$ cat src/rtl/lsu_mem_ctrl.sv
// Single-outstanding load/store unit front end: aligns stores onto a 32-bit
// word port and extracts/extends load data, flagging misaligned accesses.
module lsu_mem_ctrl #(
  parameter bit STORE_RESP = 1'b1
) (
  input  logic        clk,
  input  logic        rst_n,
  input  logic        in_valid,
  output logic        in_ready,
  input  logic        in_wen,
  input  logic [31:0] in_addr,
  input  logic [31:0] in_wdata,
  input  logic [1:0]  in_size,
  input  logic        in_signed,
  output logic        out_valid,
  input  logic        out_ready,
  output logic [31:0] out_rdata,
  output logic        out_misalign,
  output logic        mem_valid,
  output logic        mem_wen,
  output logic [31:0] mem_raddr,
  output logic [31:0] mem_waddr,
  output logic [31:0] mem_wdata,
  output logic [7:0]  mem_wmask,
  input  logic [31:0] mem_rdata
);

  typedef enum logic [1:0] {S_IDLE, S_ISSUE, S_CAPTURE, S_RESP} state_t;

  state_t      r_state, w_next;
  logic        r_wen, r_signed, r_misalign;
  logic [31:0] r_addr, r_wdata, r_rdata;
  logic [1:0]  r_size;

  logic        w_mis;
  logic [31:0] w_shift, w_ld, w_wd_trunc, w_st_data;
  logic [3:0]  w_mask4;

  assign w_mis = (in_size == 2'd3) ||
                 (in_size == 2'd1 && in_addr[0]) ||
                 (in_size == 2'd2 && in_addr[1:0] != 2'b00);

  // Load path: move the addressed lane down to bit 0, then extend.
  assign w_shift = mem_rdata >> {r_addr[1:0], 3'b000};

  always_comb begin
    w_ld       = w_shift;
    w_wd_trunc = r_wdata;
    w_mask4    = 4'b1111;
    case (r_size)
      2'd0: begin
        w_ld       = {{24{r_signed & w_shift[7]}}, w_shift[7:0]};
        w_wd_trunc = {24'd0, r_wdata[7:0]};
        w_mask4    = 4'b0001 << r_addr[1:0];
      end
      2'd1: begin
        w_ld       = {{16{r_signed & w_shift[15]}}, w_shift[15:0]};
        w_wd_trunc = {16'd0, r_wdata[15:0]};
        w_mask4    = 4'b0011 << r_addr[1:0];
      end
      default: ;
    endcase
  end

  assign w_st_data = w_wd_trunc << {r_addr[1:0], 3'b000};

  always_ff @(posedge clk or negedge rst_n) begin
    if (!rst_n) r_state <= S_IDLE;
    else        r_state <= w_next;
  end

  always_comb begin
    w_next = r_state;
    case (r_state)
      S_IDLE:    if (in_valid) w_next = w_mis ? S_RESP : S_ISSUE;
      S_ISSUE:   w_next = S_CAPTURE;
      S_CAPTURE: w_next = (r_wen && !STORE_RESP) ? S_IDLE : S_RESP;
      S_RESP:    if (out_ready) w_next = S_IDLE;
      default:   w_next = S_IDLE;
    endcase
  end

  always_ff @(posedge clk or negedge rst_n) begin
    if (!rst_n) begin
      r_wen      <= 1'b0;
      r_addr     <= '0;
      r_wdata    <= '0;
      r_size     <= '0;
      r_signed   <= 1'b0;
      r_rdata    <= '0;
      r_misalign <= 1'b0;
    end else if (r_state == S_IDLE && in_valid) begin
      r_wen      <= in_wen;
      r_addr     <= in_addr;
      r_wdata    <= in_wdata;
      r_size     <= in_size;
      r_signed   <= in_signed;
      r_rdata    <= '0;
      r_misalign <= w_mis;
    end else if (r_state == S_CAPTURE) begin
      r_rdata    <= r_wen ? 32'd0 : w_ld;
    end
  end

  // Memory outputs decode straight from state so reset kills them immediately.
  always_comb begin
    in_ready  = (r_state == S_IDLE);
    out_valid = (r_state == S_RESP);
    mem_valid = 1'b0;
    mem_wen   = 1'b0;
    mem_raddr = '0;
    mem_waddr = '0;
    mem_wdata = '0;
    mem_wmask = '0;
    if (r_state == S_ISSUE) begin
      mem_valid = 1'b1;
      mem_wen   = r_wen;
      mem_raddr = {r_addr[31:2], 2'b00};
      mem_waddr = {r_addr[31:2], 2'b00};
      if (r_wen) begin
        mem_wdata = w_st_data;
        mem_wmask = {4'b0000, w_mask4};
      end
    end
  end

  assign out_rdata    = r_rdata;
  assign out_misalign = r_misalign;

endmodule

$ cat config.mk
export PLATFORM = sky130hd
export DESIGN_NAME = lsu_mem_ctrl
export DESIGN_NICKNAME = d
export VERILOG_FILES = /design/src/rtl/lsu_mem_ctrl.sv
export SDC_FILE = /design/constraint.sdc
export NUM_CORES = 1
export LEC_CHECK = 0
export ABC_CLOCK_PERIOD_IN_PS = 1900
export BUFFER_PORTS_ARGS = -buffer_cell sky130_fd_sc_hd__buf_2
export CAP_MARGIN = 20
export CORE_ASPECT_RATIO = 1.2
export CORE_MARGIN = 3
export CORE_UTILIZATION = 43
export CTS_BUF_LIST = sky130_fd_sc_hd__clkbuf_16
export DETAILED_ROUTE_END_ITERATION = 10
export PLACE_DENSITY_LB_ADDON = 0.12
export REMOVE_ABC_BUFFERS = 1
export SLEW_MARGIN = 0
export SYNTH_ARGS = -nofsm -noshare
export SYNTH_HDL_FRONTEND = slang
export SYNTH_SLANG_ARGS = --single-unit
$ cat constraint.sdc
create_clock -name clk -period 1.9 [get_ports clk]
set_input_delay 0.38 -clock clk [delete_from_list [all_inputs] [get_ports clk]]
set_output_delay 0.38 -clock clk [all_outputs]
set_load 0.02 [all_outputs]
# Word level (Yosys, flattened, before mapping)
# Index checks and enable logic that the tools add are counted.
# op_classes
eq_ne	9
bitwise	2
n_reduce_logical	10
n_mux	17
shift	4
# op_table
cell	count
32-bit 2-to-1 mux	6
32-bit one-hot mux with 2 select lines	2
32-bit by 5-bit << shifter with 32-bit output	1
32-bit by 5-bit >> shifter with 32-bit output	1
2-bit equality test (second input constant)	4
4-bit 2-to-1 mux	2
2-bit one-hot mux with 4 select lines	1
4-bit one-hot mux with 2 select lines	1
2-bit by 1-bit equality test with 1-bit output (second input constant)	3
2-bit 2-to-1 mux	3
2-bit logical NOT	2
2-bit nonzero test	2
1-bit by 2-bit << shifter with 4-bit output (first input constant)	1
2-bit by 2-bit << shifter with 4-bit output (first input constant)	1
1-bit logical AND	3
1-bit AND	2
1-bit logical OR	2
1-bit 2-to-1 mux	2
2-bit by 1-bit inequality test with 1-bit output (second input constant)	1
2-bit inequality test (second input constant)	1
2-bit AND reduction	1
# word_totals
wordCells	50
output_inout_bits	141
inputBits	104
reg_bits	103

# Logic depth before layout (Yosys ltp)
# Gate-level depths: netlist (run 1).
# logic_depth
ltp_word	7
ltp_mapped	7
depth_no_buf	6

# Least setup slack after synthesis (run 1)
# OpenSTA, ideal clock, no wires.
# synth_timing
path_type	reg2out
start	reg r_state[1]
end	out mem_wdata[16]
arrival_ns	1.969
path_stages_with_launch	8
path_buffers	2
path_slack_ns	-0.449
t_required_ns	1.520
cell_sequence	dfrtp_1 inv_1 ha_1 nand2_1 or2_2 clkbuf_1 clkbuf_1 a21oi_1
# synth_via
elab_chain_cells	2
# synth_lines
element	line	source
start, declared	30	state_t r_state, w_next;
start signal, assigned	69	else r_state <= w_next;
2-bit by 1-bit equality test with 1-bit output	115	if (r_state == S_ISSUE) begin
32-bit 2-to-1 mux	115	
end, declared	23	output logic [31:0] mem_wdata,
# No other way between the ends.

# Worst setup path in the final report (run 1)
# layout_timing
start	reg r_size[1]
end	out mem_wdata[17]
# layout_via
elab_chain_cells	5
# layout_lines
element	line	source
start, declared	33	logic [1:0] r_size;
start signal, assigned	96	r_size <= in_size;
2-bit by 1-bit equality test with 1-bit output or 2-bit logical NOT (tied branches)	50	case (r_size)
32-bit one-hot mux with 2 select lines *	50	
32-bit by 5-bit << shifter with 32-bit output *	65	assign w_st_data = w_wd_trunc << {r_addr[1:0], 3'b000};
32-bit 2-to-1 mux *	120	if (r_wen) begin
32-bit 2-to-1 mux *	115	
# Mark *: on every way between the ends. The rest lies on a longest branch, timed or not.

==> flow_summary.yaml, run 1 <==
synth:
  dominant_combinational_cell_family_by_area_after_synthesis: "multiplexers"
  synth_edf_count: 0
  ys_top_cells_by_area: "sky130_fd_sc_hd__dfrtp_1 46%, sky130_fd_sc_hd__mux2_2 15%, sky130_fd_sc_hd__buf_4 5.1%, sky130_fd_sc_hd__mux2i_1 4.6%, sky130_fd_sc_hd__and2_1 4.2%"
  synth_largest_type_area_fraction_pct: 46.0
  synth.ff_latch_count: 103
  synth-simple-area-share_pct: 12.1
  syn-cell-area_um2: 5600
  share_of_async_settable_or_async_resettable_flops_after_synthesis_pct: 100
  synth_cell_types: 33
  yosysSeqAreaShare_pct: 46.0
  post_synth_mux_area_share_pct: 20.7
  synth_compound_gate_area_share_pct: 11.8
  yosys_warnings: 0
  synth-adder-area-share_pct: 0.894
  synthesis.area_per_instance_um2: 10.6
  synthDominantAreaCellType: "sky130_fd_sc_hd__dfrtp_1"
  synth_top_flop_cell: "sky130_fd_sc_hd__dfrtp_1"
  post_synth_xor_area_fraction_pct: 0
  netlist_instances: 530
global_route:
  use_met3_pct: 5.41
  initial_antenna_violation_count: 1
  global_route.peak_usage_layer: "met2"
  number_of_global_route_vias_before_repair: 5051
  first_pass_grt_wire_length_um: 25400
  globalRoute.totalOverflow: 0
  grtUsageMet1_pct: 27.1
  gr-usage-met2_pct: 39.1
  grt_util_all_layers_pct: 22.6
  largest_net_degree_at_the_start_of_global_routing: 56
place:
  hpwl_um: 11600
  portBuffers: 236
  gp_routability_congestion: 0.836
timing:
  report.final.slew_viol_count: 0
  finalHoldViolCount: 0
  min_period_over_period_pct: 112
  fin_tns_setup_ps: -6460
  period_needed_ps: 2130
  fmax_mhz: 470
  setup_violations: 72
  timing.final.ws_setup_ps: -226
  skew_ps: 6.64
  rsz0062_at_grt: "true"
drt:
  drt-total-wl_um: 16700
  ant_nets: 0
  initialDrtViolationCount: 248
  firstDrtPassIters: 4
  avgViaCountPerCell: 5.23
  drt_drc_violations_left: 0
  detail_route.wl_per_cell_um: 17.8
  route.vias.total: 4908
status:
  status: "finished with violations"
  violated_checks: "negative setup slack"
setup_path:
  worstSetupStartpointType: "flop"
  cp.arrival_ps: 1750
  required_ps: 1520
  worst_path_max_delay_cell: "sky130_fd_sc_hd__dfrtp_1"
  setup.worst_path.class: "flop to output port"
  endpoint_kind: "output port"
  critical-path-top-delay-family: "simple AND/OR/NAND/NOR gates"
  cp_max_fo: 8
  critical_path.n_buffers_inverters: 1
  worstPathCellList: "or2_4 > and2_4 > a221oi_2 > a21oi_2 > buf_6"
  worst_path_largest_cell_delay_ps: 390
power:
  power_per_cell_area_nw_per_um2: 1800
  post-layout-total-power_w: 0.0144
  power.leakage_nw: 4.02
  peakVddDrop_mv: 0.933
clocking:
  clock_path_buffers: 2
  cts.clk_slew.worst_paths_ps: 70
  cts_buffers: 9
  clk-insertion-delay-late_ps: 340
  clock_tree.htree_level_count: 3
  clockRootBuffer: "sky130_fd_sc_hd__clkbuf_16"
  clkSinkCount: 103
  tritoncts: "done"
floorplanning:
  boundaryPins: 245
  die-area_um2: 14400
  rows: 45
  core_um2: 12700
  die-width_um: 110
  initial_core_util_pct: 44.2
  die_y_um: 131
worst_hold_path:
  min_path_type: "input pin to flop"
job:
  max_cap_viol_count: 0
final_layout:
  antennaDiodeCount: 0
  synthToLayoutAreaGrowth_pct: 43.4
  final_layout_size_suffix_gt1_share_pct: 57.7
  final_nets: 879
routing by layer:
layer  wire (µm)  vias to the layer above
met5           7                        -
met4         369                        2
met3        1260                       29
met2        8670                      182
met1        6420                     2395
li1            -                     2300
worst paths after layout:
| check | slack (ps) | startpoint | to | cells past startpoint |
|---|---|---|---|---|
| worst max-delay path | -230 | r_size[1] | mem_wdata[17] | 5 |
| min in group asynchronous | 460 | rst_n | out_rdata[5] | 2 |
| worst max register to register | -190 | r_addr[0] | out_rdata[28] | 7 |
| max in group asynchronous | 870 | rst_n | out_rdata[24] | 3 |
| worst min-delay path | 270 | in_addr[29] | r_addr[29] | 2 |
| worst min register to register | 480 | out_rdata[4] | out_rdata[4] | 2 |
where the power goes:
group          leakage (nW)  internal [W]  switching (W)
Clock                 0.129      0.000865       0.000766
Sequential             1.27       0.00326       0.000799
Combinational          2.62       0.00415        0.00457
Total                  4.02       0.00827        0.00614
registers in the layout, summed over array words and instances, names as in the netlist:
signal / cells
out_rdata: 32
r_addr: 32
r_wdata: 32
r_size: 2
r_state: 2
out_misalign: 1
r_signed: 1
r_wen: 1
cells in the mapped netlist, drive strengths merged, types with 2 or more instances:
| library cell | number |
|---|---|
| a21o | 2 |
| a21oi | 38 |
| a221o | 15 |
| a221oi | 8 |
| and2 | 39 |
| buf | 42 |
| clkbuf | 33 |
| dfrtp | 103 |
| ha | 4 |
| inv | 6 |
| mux2 | 76 |
| mux2i | 26 |
| mux4 | 2 |
| nand2 | 36 |
| nand2b | 3 |
| nand3b | 7 |
| nor2 | 27 |
| nor2b | 10 |
| nor3 | 3 |
| o21ai | 39 |
| or2 | 2 |
per-stage QoR:
| stage | worst slack [ps] | instance area (µm²) | hold slack, ps | cells | utilization [%] |
|---|---|---|---|---|---|
| floorplan | -2270 | 5180 | 84.4 | 462 | - |
| global placement | -29.7 | 6920 | 283 | 896 | 54.6 |
| detailed placement | -89.1 | 6920 | 280 | 896 | 54.6 |
| CTS | -232 | 7750 | 258 | 933 | 61.2 |
| global route | -283 | 8030 | 259 | 939 | 63.3 |
| finish | -226 | 8030 | 270 | 939 | 63.3 |
layout make-up:
class                      count  area [µm²]
clock buffer                   9         225
sequential                   103        2580
tap                          164         205
timing repair buffer         297        2050
clock inverter                 6        31.3
fill                        1022        4640
inverter                       6        22.5
multi-input combinational    354        2910
cells in the final DEF (no fill, tap or decap), types with 2 or more instances in the layout:
| cell type | n |
|---|---|
| sky130_fd_sc_hd__a21o_1 | 2 |
| sky130_fd_sc_hd__a21oi_1 | 25 |
| sky130_fd_sc_hd__a21oi_2 | 11 |
| sky130_fd_sc_hd__a21oi_4 | 2 |
| sky130_fd_sc_hd__a221o_1 | 15 |
| sky130_fd_sc_hd__a221oi_2 | 6 |
| sky130_fd_sc_hd__a221oi_4 | 2 |
| sky130_fd_sc_hd__and2_1 | 30 |
| sky130_fd_sc_hd__and2_4 | 9 |
| sky130_fd_sc_hd__buf_12 | 7 |
| sky130_fd_sc_hd__buf_2 | 197 |
| sky130_fd_sc_hd__buf_4 | 47 |
| sky130_fd_sc_hd__buf_6 | 39 |
| sky130_fd_sc_hd__buf_8 | 4 |
| sky130_fd_sc_hd__clkbuf_16 | 10 |
| sky130_fd_sc_hd__clkinv_1 | 2 |
| sky130_fd_sc_hd__conb_1 | 8 |
| sky130_fd_sc_hd__dfrtp_1 | 100 |
| sky130_fd_sc_hd__dfrtp_2 | 3 |
| sky130_fd_sc_hd__ha_1 | 2 |
| sky130_fd_sc_hd__ha_4 | 2 |
| sky130_fd_sc_hd__inv_1 | 7 |
| sky130_fd_sc_hd__mux2_2 | 75 |
| sky130_fd_sc_hd__mux2i_1 | 25 |
| sky130_fd_sc_hd__mux4_2 | 2 |
| sky130_fd_sc_hd__nand2_1 | 33 |
| sky130_fd_sc_hd__nand2b_4 | 2 |
| sky130_fd_sc_hd__nand3b_1 | 7 |
| sky130_fd_sc_hd__nor2_1 | 24 |
| sky130_fd_sc_hd__nor2_2 | 2 |
| sky130_fd_sc_hd__nor2b_1 | 4 |
| sky130_fd_sc_hd__nor2b_2 | 3 |
| sky130_fd_sc_hd__nor2b_4 | 3 |
| sky130_fd_sc_hd__nor3_1 | 2 |
| sky130_fd_sc_hd__o21ai_0 | 23 |
| sky130_fd_sc_hd__o21ai_1 | 12 |
| sky130_fd_sc_hd__o21ai_2 | 4 |
| sky130_fd_sc_hd__or2_4 | 3 |
cells by family after synthesis:
group                      after synthesis
DFF                                    103
other                                    1
muxes                                  104
buffers and inverters                   81
AOI/OAI and AO/OA                      107
and+or+nand+nor                        130
adders and majority gates                4
what timing repair did:
action | in CTS | in global routing
hold buffers | 1 | 0
cloned | 4 | 0
pin swaps | 19 | 21
buffers inserted | 18 | 11
gates resized for setup | 121 | 64
setup endpoints to repair | 104 | 123
endpoints found under the hold margin | 15 | 0
Note: power is estimated with default switching activity, not from simulation.
==> inputs of run 2 (changes only) <==
--- a/config.mk
+++ b/config.mk
@@ -15,7 +15,8 @@
 export DETAILED_ROUTE_END_ITERATION = 10
 export PLACE_DENSITY_LB_ADDON = 0.12
 export REMOVE_ABC_BUFFERS = 1
-export SLEW_MARGIN = 0
+export SETUP_SLACK_MARGIN = 0.05
+export SLEW_MARGIN = 20
 export SYNTH_ARGS = -nofsm -noshare
 export SYNTH_HDL_FRONTEND = slang
 export SYNTH_SLANG_ARGS = --single-unit
==> flow_summary.yaml, run 2 (same netlist as run 1, synthesis figures left out) <==
setup_path:
  critical-path-top-delay-family: "simple AND/OR/NAND/NOR gates"
  cp.arrival_ps: 1750
  worst_setup_path_startpoint: "r_size[0]"
  cp_max_fo: 8
  reg2reg_setup_slack_ps: -170
  worst_path_max_delay_cell: "sky130_fd_sc_hd__dfrtp_1"
  reg2reg_to: "out_rdata[28]"
  required_ps: 1520
  rr_worst_depth: 7
  worstPathCellList: "or2_4 > and2_4 > a221oi_4 > a21oi_4 > buf_6"
  worst-path-stages: 5
  worst_path_largest_cell_delay_ps: 410
  regToRegStartpoint: "r_addr[0]"
  setup.worst_path.class: "flop to output port"
  worstSetupStartpointType: "flop"
  worstSetupEndpoint: "mem_wdata[21]"
  endpoint_kind: "output port"
  critical_path.n_buffers_inverters: 1
power:
  power_per_cell_area_nw_per_um2: 1840
  power.leakage_nw: 4.18
  peakVddDrop_mv: 1.06
floorplanning:
  initial_core_util_pct: 44.2
  die_y_um: 131
  rows: 45
  boundaryPins: 245
  die-width_um: 110
  die-area_um2: 14400
  core_um2: 12700
timing:
  fin_tns_setup_ps: -12420
  report.final.slew_viol_count: 0
  skew_ps: 7.44
  min_period_over_period_pct: 112
  setup_violations: 111
  timing.final.ws_setup_ps: -226
  fmax_mhz: 470
  finalHoldViolCount: 0
  period_needed_ps: 2130
  rsz0062_at_grt: "true"
clocking:
  clk-insertion-delay-late_ps: 340
  cts.clk_slew.worst_paths_ps: 60
  tritoncts: "done"
  cts_buffers: 9
  clock_path_buffers: 2
  clock_tree.htree_level_count: 3
  clkSinkCount: 103
  clockRootBuffer: "sky130_fd_sc_hd__clkbuf_16"
global_route:
  grt_util_all_layers_pct: 23.7
  largest_net_degree_at_the_start_of_global_routing: 56
  first_pass_grt_wire_length_um: 26400
  globalRoute.totalOverflow: 0
  initial_antenna_violation_count: 3
  number_of_global_route_vias_before_repair: 5141
place:
  hpwl_um: 11600
  post-place-ws_ps: -89.1
  portBuffers: 236
  total_instance_count_after_detailed_placement: 896
  gp_routability_congestion: 0.836
final_layout:
  mostFrequentLayoutCells: "137 x sky130_fd_sc_hd__buf_2, 100 x sky130_fd_sc_hd__dfrtp_1, 76 x sky130_fd_sc_hd__buf_6"
  share_of_the_core_filled_with_cells_pct: 67.7
  final_nets: 888
  nFillCells: 960
  synthToLayoutAreaGrowth_pct: 53.2
  most_common_cell_after_layout_fill_and_taps_aside: "sky130_fd_sc_hd__buf_2"
  sequential_cell_area_um2: 2580
  final_layout_size_suffix_gt1_share_pct: 61.9
  layoutNonFillerInstCount: 950
  multi_input_comb_area_um2: 3010
drt:
  ant_nets: 0
  avgViaCountPerCell: 5.29
  route.vias.total: 5027
  initialDrtViolationCount: 224
  drt_drc_violations_left: 0
  detail_route.wl_per_cell_um: 18.5
  firstDrtPassIters: 4
  drt-total-wl_um: 17600
status:
  status: "finished with violations"
  violated_checks: "negative setup slack"
worst_hold_path:
  min_path_type: "input pin to flop"
job:
  max_cap_viol_count: 0
[run 2: cell types whose count changed in the layout (fill, tap and decap cells not counted), moves of 2 or more]
cell                      delta
sky130_fd_sc_hd__buf_16      +2
sky130_fd_sc_hd__and2_4     +24
sky130_fd_sc_hd__nor2b_2     -2
sky130_fd_sc_hd__buf_4      +27
sky130_fd_sc_hd__buf_2      -60
sky130_fd_sc_hd__nor2b_4     +2
sky130_fd_sc_hd__o21ai_2     +2
sky130_fd_sc_hd__and2_1     -24
sky130_fd_sc_hd__buf_6      +37
sky130_fd_sc_hd__buf_12      +2
sky130_fd_sc_hd__o21ai_0     -2
sky130_fd_sc_hd__diode_2     +2
[run 2: power breakdown]
group	switching (W)	internal, W
Sequential	0.000843	0.00326
Clock	0.000767	0.000865
Combinational	0.00487	0.00514
Total	0.00648	0.00926
[run 2: routing by layer]
metal | global-route usage [%] | share of wire, % | vias up
li1 | - | - | 2319
met1 | 28.5 | 38 | 2473
met2 | 41.0 | 52 | 197
met3 | 5.55 | 7.2 | 36
met4 | 8.99 | 2.6 | 2
met5 | 0 | 0.040 | -
[run 2: through the flow]
step | hold slack (ps) | total power, W | cell area, µm²
2_1_floorplan | 84.4 | 0.00847 | 5180
3_3_place_gp | 283 | 0.0109 | 6920
3_5_place_dp | 280 | 0.0111 | 6920
4_1_cts | 258 | 0.0150 | 8230
5_1_grt | 257 | 0.0167 | 8570
6_report | 270 | 0.0157 | 8570
[run 2: layout make-up]
class                           instances  share of cell area, %
Inverter                                6                  0.263
Clock inverter                          6                  0.365
Tap cell                              164                   2.39
Clock buffer                            9                   2.63
Multi-Input combinational cell        354                   35.1
Timing Repair Buffer                  306                   29.1
Sequential cell                       103                   30.1
Antenna cell                            2                 0.0584
[run 2: what timing repair did]
| action | CTS | global route |
|---|---|---|
| gates resized for setup | 240 | 84 |
| endpoints found under the setup margin | 114 | 119 |
| hold buffers | 1 | 0 |
| pin swaps | 19 | 17 |
| endpoints found under the hold margin | 15 | 0 |
| buffers inserted | 22 | 13 |
| gates cloned | 7 | 0 |
[run 2: how the worst min path moves through the flow]
stage                  from  cells past startpoint      endpoint  slack [ps]
3_3_place_gp          rst_n                      1  out_rdata[5]         280
3_5_place_dp          rst_n                      1  out_rdata[5]         280
4_1_cts         in_addr[29]                      2    r_addr[29]         260
5_1_grt        in_wdata[19]                      2   r_wdata[19]         260
6_report       in_wdata[30]                      2   r_wdata[30]         270
2_1_floorplan         rst_n                      0  out_misalign          80
==> inputs of run 3 (changes only) <==
--- a/config.mk
+++ b/config.mk
@@ -5,12 +5,13 @@
 export SDC_FILE = /design/constraint.sdc
 export NUM_CORES = 1
 export LEC_CHECK = 0
+export ABC_AREA = 1
 export ABC_CLOCK_PERIOD_IN_PS = 1900
 export BUFFER_PORTS_ARGS = -buffer_cell sky130_fd_sc_hd__buf_2
 export CAP_MARGIN = 20
 export CORE_ASPECT_RATIO = 1.2
 export CORE_MARGIN = 3
-export CORE_UTILIZATION = 43
+export CORE_UTILIZATION = 44
 export CTS_BUF_LIST = sky130_fd_sc_hd__clkbuf_16
 export DETAILED_ROUTE_END_ITERATION = 10
 export PLACE_DENSITY_LB_ADDON = 0.12
==> flow_summary.yaml, run 3 <==
clocking:
  clk-insertion-delay-late_ps: 340
  cts.clk_slew.worst_paths_ps: 70
  clkSinkCount: 103
  tritoncts: "done"
  clock_tree.htree_level_count: 3
  clockRootBuffer: "sky130_fd_sc_hd__clkbuf_16"
  clock_path_buffers: 2
  cts_buffers: 9
final_layout:
  stdcell_area_um2: 8180
  sequential_cell_area_um2: 2580
  share_of_the_core_filled_with_cells_pct: 63.5
  synthToLayoutAreaGrowth_pct: 38.8
  mostFrequentLayoutCells: "402 x sky130_fd_sc_hd__nand2_1, 166 x sky130_fd_sc_hd__buf_2, 101 x sky130_fd_sc_hd__dfrtp_1"
  multi_input_comb_area_um2: 2870
  final_nets: 1185
  final_layout_size_suffix_gt1_share_pct: 33.4
  most_common_cell_after_layout_fill_and_taps_aside: "sky130_fd_sc_hd__nand2_1"
  nFillCells: 1195
synth:
  synth-simple-area-share_pct: 32.5
  synth.ff_latch_count: 103
  ys_top_cells_by_area: "sky130_fd_sc_hd__dfrtp_1 44%, sky130_fd_sc_hd__nand2_1 26%, sky130_fd_sc_hd__buf_4 5.1%, sky130_fd_sc_hd__o21ai_0 4.9%, sky130_fd_sc_hd__inv_1 4.5%"
  post_synth_mux_area_share_pct: 0
  synth_largest_type_area_fraction_pct: 43.7
  synth_cell_types: 23
  share_of_async_settable_or_async_resettable_flops_after_synthesis_pct: 100
  synthesis.area_per_instance_um2: 6.85
  synth-adder-area-share_pct: 0.849
  yosysSeqAreaShare_pct: 43.7
  synth_edf_count: 0
  yosys.cell_count.top_type: "sky130_fd_sc_hd__nand2_1"
  synth.cells.most_frequent: "405 x sky130_fd_sc_hd__nand2_1, 103 x sky130_fd_sc_hd__dfrtp_1, 70 x sky130_fd_sc_hd__inv_1"
  dominant_combinational_cell_family_by_area_after_synthesis: "simple AND/OR/NAND/NOR gates"
  netlist_instances: 860
  synth_compound_gate_area_share_pct: 9.57
  synthDominantAreaCellType: "sky130_fd_sc_hd__dfrtp_1"
  syn-cell-area_um2: 5890
  post_synth_xor_area_fraction_pct: 0
  synth_top_flop_cell: "sky130_fd_sc_hd__dfrtp_1"
  yosys_warnings: 0
floorplanning:
  boundaryPins: 245
  die_y_um: 133
  core_um2: 12900
  die-area_um2: 14800
  die-width_um: 112
  initial_core_util_pct: 45.7
  rows: 45
timing:
  skew_ps: 7.92
  setup_violations: 96
  report.final.slew_viol_count: 0
  finalHoldViolCount: 0
  fmax_mhz: 472
  period_needed_ps: 2120
  rsz0062_at_grt: "true"
  fin_tns_setup_ps: -7910
  final.hold.worst_slack_ps: 228
  timing.final.ws_setup_ps: -219
  min_period_over_period_pct: 112
power:
  power.leakage_nw: 4.77
  switching_share_pct: 48.0
  power_frac_seq_pct: 27.2
  clockPowerShare_pct: 13.3
  p_comb_share_pct: 59.6
  p_int_w: 0.00721
  power_per_cell_area_nw_per_um2: 1690
  peakVddDrop_mv: 0.784
  power.net_switching_w: 0.00666
drt:
  firstDrtPassIters: 5
  ant_nets: 0
  initialDrtViolationCount: 479
  drt-total-wl_um: 18800
  avgViaCountPerCell: 4.95
  detail_route.wl_per_cell_um: 15.1
  drt_drc_violations_left: 0
  route.vias.total: 6171
place:
  detailed_place.area_um2: 7130
  portBuffers: 236
  gp_routability_congestion: 0.932
  hpwl_um: 12900
status:
  violated_checks: "negative setup slack"
  status: "finished with violations"
setup_path:
  worst_path_largest_cell_delay_ps: 380
  worstPathCellList: "inv_2 > ha_4 > nand2_8 > nor2_4 > buf_6 > a21oi_2 > a21oi_1 > buf_4"
  worst_path_max_delay_cell: "sky130_fd_sc_hd__dfrtp_1"
  setup.worst_path.class: "flop to output port"
  required_ps: 1520
  cp.arrival_ps: 1740
  worstSetupStartpointType: "flop"
  endpoint_kind: "output port"
  cp_max_fo: 7
global_route:
  number_of_global_route_vias_before_repair: 5939
  first_pass_grt_wire_length_um: 28900
  use_met3_pct: 5.31
  initial_antenna_violation_count: 2
  grtUsageMet1_pct: 29.5
  global_route.peak_usage_layer: "met2"
  largest_net_degree_at_the_start_of_global_routing: 63
  grt_util_all_layers_pct: 23.9
  globalRoute.totalOverflow: 0
  gr-usage-met2_pct: 40.9
worst_hold_path:
  min_path_type: "input pin to flop"
job:
  max_cap_viol_count: 0
[run 3: cell types whose count changed in the layout (fill, tap and decap cells not counted), sizes merged, moves of 38 or more]
cell,delta
mux2,-76
nand2,+373
nand3,+38
and2,-39
inv,+69
[run 3: worst max-delay path, delay by kind of cell, from the launching register on]
kind,cells,cell delay [ps]
buf+inv,3,430
compound gates,2,190
fa+ha+maj,1,160
simple gates,2,230
flops,1,380
[run 3: final cells by class]
type                            count  share of cell area (%)
Tap cell                          164                    2.51
Timing Repair Buffer              281                    23.8
Inverter                           75                    3.52
Clock inverter                      7                   0.795
Clock buffer                        9                    2.75
Sequential cell                   103                    31.6
Antenna cell                        1                  0.0306
Multi-Input combinational cell    607                    35.0
[run 3: worst paths after layout]
kind                          startpoint       endpoint  slack, ps  cells past startpoint
setup / recovery              r_state[1]  mem_wdata[21]       -220                      8
hold / removal              in_wdata[25]    r_wdata[25]        230                      3
setup reg to reg              r_state[1]  out_rdata[11]        110                     12
hold reg to reg            out_rdata[30]  out_rdata[30]        470                      2
max in group asynchronous          rst_n     r_addr[11]        790                      3
min in group asynchronous          rst_n    r_wdata[30]        530                      2
[run 3: cell families (layout without fill, tap and decap cells)]
kind of cell / after synthesis / count (layout)
buf+inv: 159 / 372
fa+ha+maj: 4 / 4
compound gates: 111 / 111
simple gates: 482 / 484
other cells: 1 / 9
flops: 103 / 103
[run 3: what timing repair did]
action                                  in CTS  in global routing
endpoints found under the hold margin       23                  0
setup buffers                                3                  4
pin swaps                                    4                  8
cloned                                       0                  5
endpoints found under the setup margin      98                123
hold buffers                                 1                  0
resized for setup                           86                110
[run 3: stage by stage]
stage / std cells / power [W] / setup slack, ps
2_1_floorplan: 783 / 0.00798 / -1660
3_3_place_gp: 1217 / 0.0105 / 36.0
3_5_place_dp: 1217 / 0.0106 / 15.9
4_1_cts: 1237 / 0.0129 / -173
5_1_grt: 1247 / 0.0149 / -287
6_report: 1247 / 0.0139 / -219
[run 3: metal layers]
| layer | wire, µm | vias to the layer above |
|---|---|---|
| met5 | 13 | - |
| met4 | 444 | 2 |
| met3 | 1440 | 33 |
| met2 | 9450 | 272 |
| met1 | 7470 | 2835 |
| li1 | - | 3029 |
[run 3: power groups by stage]
stage | Clock, W | Combinational, W | Sequential, W
6_report | 0.00184 | 0.00826 | 0.00377
5_1_grt | 0.00198 | 0.00907 | 0.00388
4_1_cts | 0.00188 | 0.00732 | 0.00373
3_5_place_dp | 0 | 0.00686 | 0.00374
3_3_place_gp | 0 | 0.00678 | 0.00375
2_1_floorplan | 0 | 0.00391 | 0.00407
